`src/rtl/clk_gen_multi.sv`:
```
// Multi-channel divided-clock generator: CH square waves at clk_i/(2*(div+1)), with
// glitch-free disable and a global sync restart. Define CLK_GEN_MULTI_SHADOW_EN for shadowed divisor loads.
module clk_gen_multi #(
    parameter int CH = 4,
    parameter int CW = 32
) (
    input  logic               clk_i,
    input  logic               reset_n,
    input  logic [CH-1:0]      en_i,
    input  logic [CH*CW-1:0]   div_i,
    input  logic [CH-1:0]      load_i,
    input  logic               sync_i,
    output logic [CH-1:0]      clk_o,
    output logic [CH-1:0]      tick_o,
    output logic [CH-1:0]      run_o,
    output logic [2*CH-1:0]    state_o
);

    typedef enum logic [1:0] {
        ST_IDLE  = 2'd0,
        ST_RUN   = 2'd1,
        ST_DRAIN = 2'd2
    } state_e;

    state_e        state_q      [CH];
    state_e        state_d      [CH];
    logic [CW-1:0] cnt_q        [CH];
    logic [CW-1:0] cnt_d        [CH];
    logic [CW-1:0] active_div_q [CH];
    logic [CW-1:0] active_div_d [CH];
    logic [CH-1:0] clk_q, clk_d;
    logic [CH-1:0] tick_q, tick_d;
    logic [CH-1:0] run_q, run_d;
    logic [CH-1:0] tc;
`ifdef CLK_GEN_MULTI_SHADOW_EN
    logic [CW-1:0] pend_div_q   [CH];
    logic [CW-1:0] pend_div_d   [CH];
    logic [CH-1:0] pend_vld_q, pend_vld_d;
    logic [CH-1:0] apply;
`endif

    always_comb begin
        tc     = '0;
        clk_d  = clk_q;
        tick_d = '0;
        run_d  = '0;
`ifdef CLK_GEN_MULTI_SHADOW_EN
        apply      = '0;
        pend_vld_d = pend_vld_q;
`endif
        for (int n = 0; n < CH; n++) begin
            state_d[n]      = state_q[n];
            cnt_d[n]        = cnt_q[n];
            active_div_d[n] = active_div_q[n];
            tc[n]           = (cnt_q[n] == active_div_q[n]);

            if (sync_i && state_q[n] != ST_IDLE) begin
                cnt_d[n] = '0;
                clk_d[n] = 1'b0;
                if (state_q[n] == ST_DRAIN) state_d[n] = ST_IDLE;
            end else begin
                case (state_q[n])
                    ST_IDLE: begin
                        cnt_d[n] = '0;
                        clk_d[n] = 1'b0;
                        if (en_i[n]) state_d[n] = ST_RUN;
                    end
                    ST_RUN, ST_DRAIN: begin
                        if (tc[n]) begin
                            cnt_d[n] = '0;
                            clk_d[n] = ~clk_q[n];
                        end else begin
                            cnt_d[n] = cnt_q[n] + CW'(1);
                        end
                        // A low output may stop at once; a high one finishes its half-period.
                        if (en_i[n]) begin
                            state_d[n] = ST_RUN;
                        end else if (!clk_q[n] || tc[n]) begin
                            state_d[n] = ST_IDLE;
                            cnt_d[n]   = '0;
                            clk_d[n]   = 1'b0;
                        end else begin
                            state_d[n] = ST_DRAIN;
                        end
                    end
                    default: begin
                        state_d[n] = ST_IDLE;
                        cnt_d[n]   = '0;
                        clk_d[n]   = 1'b0;
                    end
                endcase
            end

`ifdef CLK_GEN_MULTI_SHADOW_EN
            // cnt is zero at every apply point, so a smaller divisor can never be overrun.
            pend_div_d[n] = pend_div_q[n];
            apply[n]      = (state_q[n] == ST_IDLE) || sync_i || tc[n];
            if (apply[n] && pend_vld_q[n]) begin
                active_div_d[n] = pend_div_q[n];
                pend_vld_d[n]   = 1'b0;
            end
            if (load_i[n]) begin
                pend_div_d[n] = div_i[n*CW +: CW];
                pend_vld_d[n] = 1'b1;
            end
`else
            if (load_i[n]) begin
                active_div_d[n] = div_i[n*CW +: CW];
                if (state_d[n] != ST_IDLE && !sync_i) begin
                    cnt_d[n] = '0;
                    clk_d[n] = clk_q[n];
                end
            end
`endif
            tick_d[n] = clk_d[n] & ~clk_q[n];
            run_d[n]  = (state_d[n] != ST_IDLE);
        end
    end

    always_ff @(posedge clk_i or negedge reset_n) begin
        if (!reset_n) begin
            for (int n = 0; n < CH; n++) begin
                state_q[n]      <= ST_IDLE;
                cnt_q[n]        <= '0;
                active_div_q[n] <= '0;
`ifdef CLK_GEN_MULTI_SHADOW_EN
                pend_div_q[n]   <= '0;
`endif
            end
`ifdef CLK_GEN_MULTI_SHADOW_EN
            pend_vld_q <= '0;
`endif
            clk_q  <= '0;
            tick_q <= '0;
            run_q  <= '0;
        end else begin
            for (int n = 0; n < CH; n++) begin
                state_q[n]      <= state_d[n];
                cnt_q[n]        <= cnt_d[n];
                active_div_q[n] <= active_div_d[n];
`ifdef CLK_GEN_MULTI_SHADOW_EN
                pend_div_q[n]   <= pend_div_d[n];
`endif
            end
`ifdef CLK_GEN_MULTI_SHADOW_EN
            pend_vld_q <= pend_vld_d;
`endif
            clk_q  <= clk_d;
            tick_q <= tick_d;
            run_q  <= run_d;
        end
    end

    always_comb begin
        state_o = '0;
        for (int n = 0; n < CH; n++) state_o[2*n +: 2] = state_q[n];
    end

    assign clk_o  = clk_q;
    assign tick_o = tick_q;
    assign run_o  = run_q;

endmodule

```
`config.mk`:
```
export PLATFORM = sky130hd
export DESIGN_NAME = clk_gen_multi
export DESIGN_NICKNAME = d
export VERILOG_FILES = /design/src/rtl/clk_gen_multi.sv
export SDC_FILE = /design/constraint.sdc
export NUM_CORES = 1
export LEC_CHECK = 0
export ABC_AREA = 1
export CAP_MARGIN = 5
export CORE_ASPECT_RATIO = 2
export CORE_MARGIN = 3
export CORE_UTILIZATION = 46
export CTS_CLUSTER_SIZE = 30
export DETAILED_ROUTE_END_ITERATION = 8
export HOLD_SLACK_MARGIN = 0.02
export PLACE_DENSITY = 0.69
export SYNTH_ARGS = -nofsm -noshare
export SYNTH_HDL_FRONTEND = slang
export SYNTH_SLANG_ARGS = --single-unit
```
`constraint.sdc`:
```
create_clock -name clk_i -period 2 [get_ports clk_i]
set_clock_uncertainty 0.05 [all_clocks]
set_input_delay 0.3 -clock clk_i [delete_from_list [all_inputs] [get_ports clk_i]]
set_output_delay 0.3 -clock clk_i [all_outputs]
set_load 0.02 [all_outputs]
```
After elaboration in Yosys (flattened, before gate mapping) --
Index checks and enable logic that the tools add are counted.
Word-level totals: input bits 139, output and inout port bits 20, bits in registers 276, word-level logic and storage cells 152
Operators by class: reductions and logical operators 33, add/sub/neg operators 4, mux-type cells 80, equality and inequality tests 12, bitwise operators 8
Operator list (number):
- $mux 32 | 28
- $add 32x1->32 const B | 4
- $eq 32x32->1 | 4
- $mux 2 | 20
- $mux 1 | 28
- $pmux 2 s2 | 4
- $reduce_bool 2->1 | 8
- $eq 2x1->1 const B | 4
- $eq 2x2->1 const B | 4
- $logic_and 1x1->1 | 8
- $logic_not 2->1 | 4
- $reduce_or 2->1 | 4
- $logic_not 1->1 | 5
- $and 1x1->1 | 4
- $logic_or 1x1->1 | 4
- $not 1->1 | 4

Logic depth before layout (Yosys ltp) --
word-level depth 11, depth in mapped cells 19, mapped depth without buffers 18

Worst setup path before layout --
Ideal clock, no wire load.
path kind register -> register, start point reg cnt_q[23] (netlist name), end point reg cnt_q[18] (netlist name), stages on the path, launching flop included 19, arrival time 2.025 ns, clock period less this slack 2.147 ns, path buffers 2, path slack -0.147 ns, cell sequence dfrtp_1 buf_2 xnor2_1 nand2_1 nor2_1 nand2_1 nor2_1 nand2_1 ha_1 nand2_1 nand2_1 inv_1 nor2_1 nor2_1 nand2_2 nand3b_4 nand3_4 buf_6 nor2_1
RTL lines:
- start: declaration | RTL line 27 | logic [CW-1:0] cnt_q [CH];
- start signal: indexed assignment | RTL line 139 | cnt_q[n] <= cnt_d[n];

==> results.cfg <==
[status]
status = finished, violations left
failed_checks = negative setup slack

[power_and_ir_drop]
power.internal_mw = 12.8
static-leakage-power_nw = 9.90
clock_power_share = 0.329
power_density_mw_per_mm2 = 845
pwr-share-comb = 0.331
p_switching_mw = 6.05
peakVddDrop_v = 0.000935
sw_frac_of_total = 0.322
power.share.sequential = 0.339
power_mw = 18.8

[yosys]
ys_ff_latch = 276
synth_area_sq_mm = 0.0158
synth_async_sr_flop_share = 1.00
syn_area_per_cell_sq_um = 8.21
synth-main-ff-cell = dfrtp_1
synth_cells = 1929
synth_edf_count = 0
ys_seq_area_frac = 0.436
yosysWarnings = 0
synth_fp_nets = 2088
synth_cell_types = 39

[worst_hold_path]
min_to = active_div_q[43]
hold_path.class = primary input to flip-flop
hold_depth = 4
min_from = load_i[2]

[global_routing]
grt_first_pass_wirelength_mm = 72.9
grt_pass1_vias = 15000
grt_max_degree = 60
grt_overflow = 0
grt_antenna_before_repair = 1
grtUsageTotal = 0.252

[detailed_routing]
route.final.wire_length_mm = 46.6
wl_per_cell_microns = 16.1
num_vias = 14200
first_iter_violations = 493
ant_nets = 0
drt_pass1_iterations = 5
drc = 0
via_per_inst = 4.90

[layout]
fin_nets = 2587
mostFrequentLayoutCells = nand2_1 (547), buf_4 (306), dfrtp_1 (276)
fin_area_sq_mm = 0.0222
final_util = 0.659
drive_gt1_frac = 0.280
fin_cells = 2887
final_common_cell = nand2_1
area_growth_pct = 40.4

[clocking]
clkLatencyLatePin_ns = 0.57
cts_tree = done
cts_root_buf = clkbuf_16
cts_buffer_depth = 3
cts.clk_slew.worst_paths_ns = 0.06
cts.sinks = 276
cts_max_level = 1
numCtsBuffers = 28

[sta]
fin_ws_ns = -0.594
worstMarginPinSlew_ns = 0.602
slew_viol_final = 0
tns_ns = -58.90
finalSetupViolCount = 141
grt_setup_unrepaired = true
whs_ns = 0.0979
slew-limit-headroom = 0.595
min_period_over_period = 1.30
clock.fmax_mhz = 386
min_period_ns = 2.59
hold_viol = 0

[place]
hpwlAfterDp_mm = 34.7
dp_cells = 2798
portBuffers = 158
place_ws_ns = -0.521
gp_congestion = 0.991
dpl_cell_area_sq_mm = 0.0202

[worst_setup_path]
worst_ep_required_time_ns = 2.46
timing.rr.end = cnt_q[62]
path_class = flip-flop to flip-flop
crit_family = simple AND/OR/NAND/NOR gates
path_max_fanout = 7
crit_path_start_kind = flip-flop
critPathArrivalTime_ns = 3.05
max_stage_delay_ns = 0.42
slowest_stage = dfrtp_1
timing.rr.start = cnt_q[35]
endpoint_kind = flip-flop
path_cells = inv_2, nand2_2, nand4_1, nor2_1, nand2_1, nor2_2, nand2_1, ha_2, nand2_1, nand2_1, inv_1, nor2_1, nor2_2, nand2_2, a21oi_4, nand2_4, clkbuf_16, nor2_4
regToRegSetupSlack_ns = -0.59
cp_common_cell = nand2_1
cp.buffers_inverters = 3
worst-r2r-cell-count = 18

[floorplanning]
fp.dieArea_sq_mm = 0.0368
coreArea_sq_mm = 0.0338
pin_count = 159
initial_core_util = 0.469
std_cell_rows = 95
die_w_microns = 137
die_y_microns = 268

[run]
cap_violations = 0
==> cell families (layout without fill, tap and decap cells) <==
kind of cell             after synthesis  count (layout)  share of synthesized area
multiplexers                          21              21                     0.0149
flip-flops                           276             276                      0.436
buffers and inverters                286             807                     0.0789
AO/OA/AOI/OAI                        110             110                     0.0375
XOR/XNOR                             149             149                     0.0824
AND/OR/NAND/NOR                     1067            1067                      0.334
adder cells (fa/ha/maj)               20              20                     0.0158
other                                  0               1                          0
==> layout make-up <==
| class | count | area, sq um |
|---|---|---|
| Fill cell | 2834 | 11500 |
| Multi-Input combinational cell | 1367 | 8140 |
| Sequential cell | 276 | 6910 |
| Timing Repair Buffer | 507 | 4630 |
| Inverter | 248 | 931 |
| Clock buffer | 31 | 732 |
| Tap cell | 436 | 546 |
| Clock inverter | 21 | 354 |
| Antenna cell | 1 | 2.50 |
==> worst reg2reg max path, stage by stage (launching register included) <==
cell and delay (ns):
dfrtp_1 0.42, inv_2 0.06, nand2_2 0.05, nand4_1 0.20, nor2_1 0.18, nand2_1 0.08, nor2_2 0.14, nand2_1 0.10
ha_2 0.20, nand2_1 0.07, nand2_1 0.06, inv_1 0.05, nor2_1 0.04, nor2_2 0.14, nand2_2 0.11, a21oi_4 0.18
nand2_4 0.14, clkbuf_16 0.22, nor2_4 0.08
==> per-layer routing <==
metal  share of wire  global-route usage  vias to the layer above
li1                -                   -                     6946
met1            0.33               0.238                     6700
met2            0.56               0.498                      354
met3           0.034              0.0230                      158
met4           0.075               0.165                        0
met5               0                   0                        -
==> flip-flops by register name, indices dropped and copies added (netlist names) <==
register	flops
state_o	8
active_div_q	128
tick_o	4
run_o	4
cnt_q	128
clk_o	4
==> power groups by stage <==
| stage | clock (mW) | combinational [mW] | sequential, mW |
|---|---|---|---|
| 2_1_floorplan | 0 | 2.86 | 6.58 |
| 3_3_place_gp | 0 | 4.80 | 6.45 |
| 3_5_place_dp | 0 | 4.90 | 6.46 |
| 4_1_cts | 6.33 | 5.97 | 6.37 |
| 5_1_grt | 6.55 | 6.70 | 6.43 |
| 6_report | 6.19 | 6.23 | 6.38 |
==> how the worst max path moves through the flow <==
| stage | slack, ns | end | from | cells after the start |
|---|---|---|---|---|
| 3_5_place_dp | -0.52 | cnt_q[32] | cnt_q[53] | 19 |
| 2_1_floorplan | -0.07 | cnt_q[18] | cnt_q[23] | 18 |
| 3_3_place_gp | -0.48 | cnt_q[63] | cnt_q[53] | 19 |
| 5_1_grt | -0.65 | cnt_q[116] | active_div_q[112] | 17 |
| 6_report | -0.59 | cnt_q[62] | cnt_q[35] | 18 |
| 4_1_cts | -0.41 | cnt_q[78] | active_div_q[88] | 18 |
==> cell usage after synthesis, types with 3 or more instances <==
library cell	count	share of area
inv_1	241	0.057
buf_12	9	0.011
nor2_2	42	0.017
nor2_4	94	0.067
clkbuf_1	21	0.0050
nand2_4	7	0.0050
nand3_2	9	0.0057
a21oi_1	8	0.0025
buf_6	3	0.0021
nand4_1	49	0.019
buf_2	3	0.00095
inv_2	6	0.0014
a21oi_4	3	0.0031
nand2_1	565	0.13
xor2_1	96	0.053
dfrtp_1	276	0.44
xnor2_1	53	0.029
nand3_1	67	0.021
o21ai_0	91	0.029
ha_1	20	0.016
or2_2	6	0.0024
nand3b_1	3	0.0014
o21ai_1	3	0.00095
nand2_2	14	0.0055
nor3_1	26	0.0082
nor2_1	176	0.042
o211ai_1	3	0.0014
mux2_2	21	0.015
==> what timing repair did <==
action / CTS / global route
pin swaps: 19 / 39
endpoints found under the setup margin: 148 / 145
setup buffers: 31 / 15
resized for setup: 77 / 84
cloned: 7 / 3
hold endpoints to repair: 50 / 0
hold buffers: 1 / 0
(Power assumes the default switching activity.)
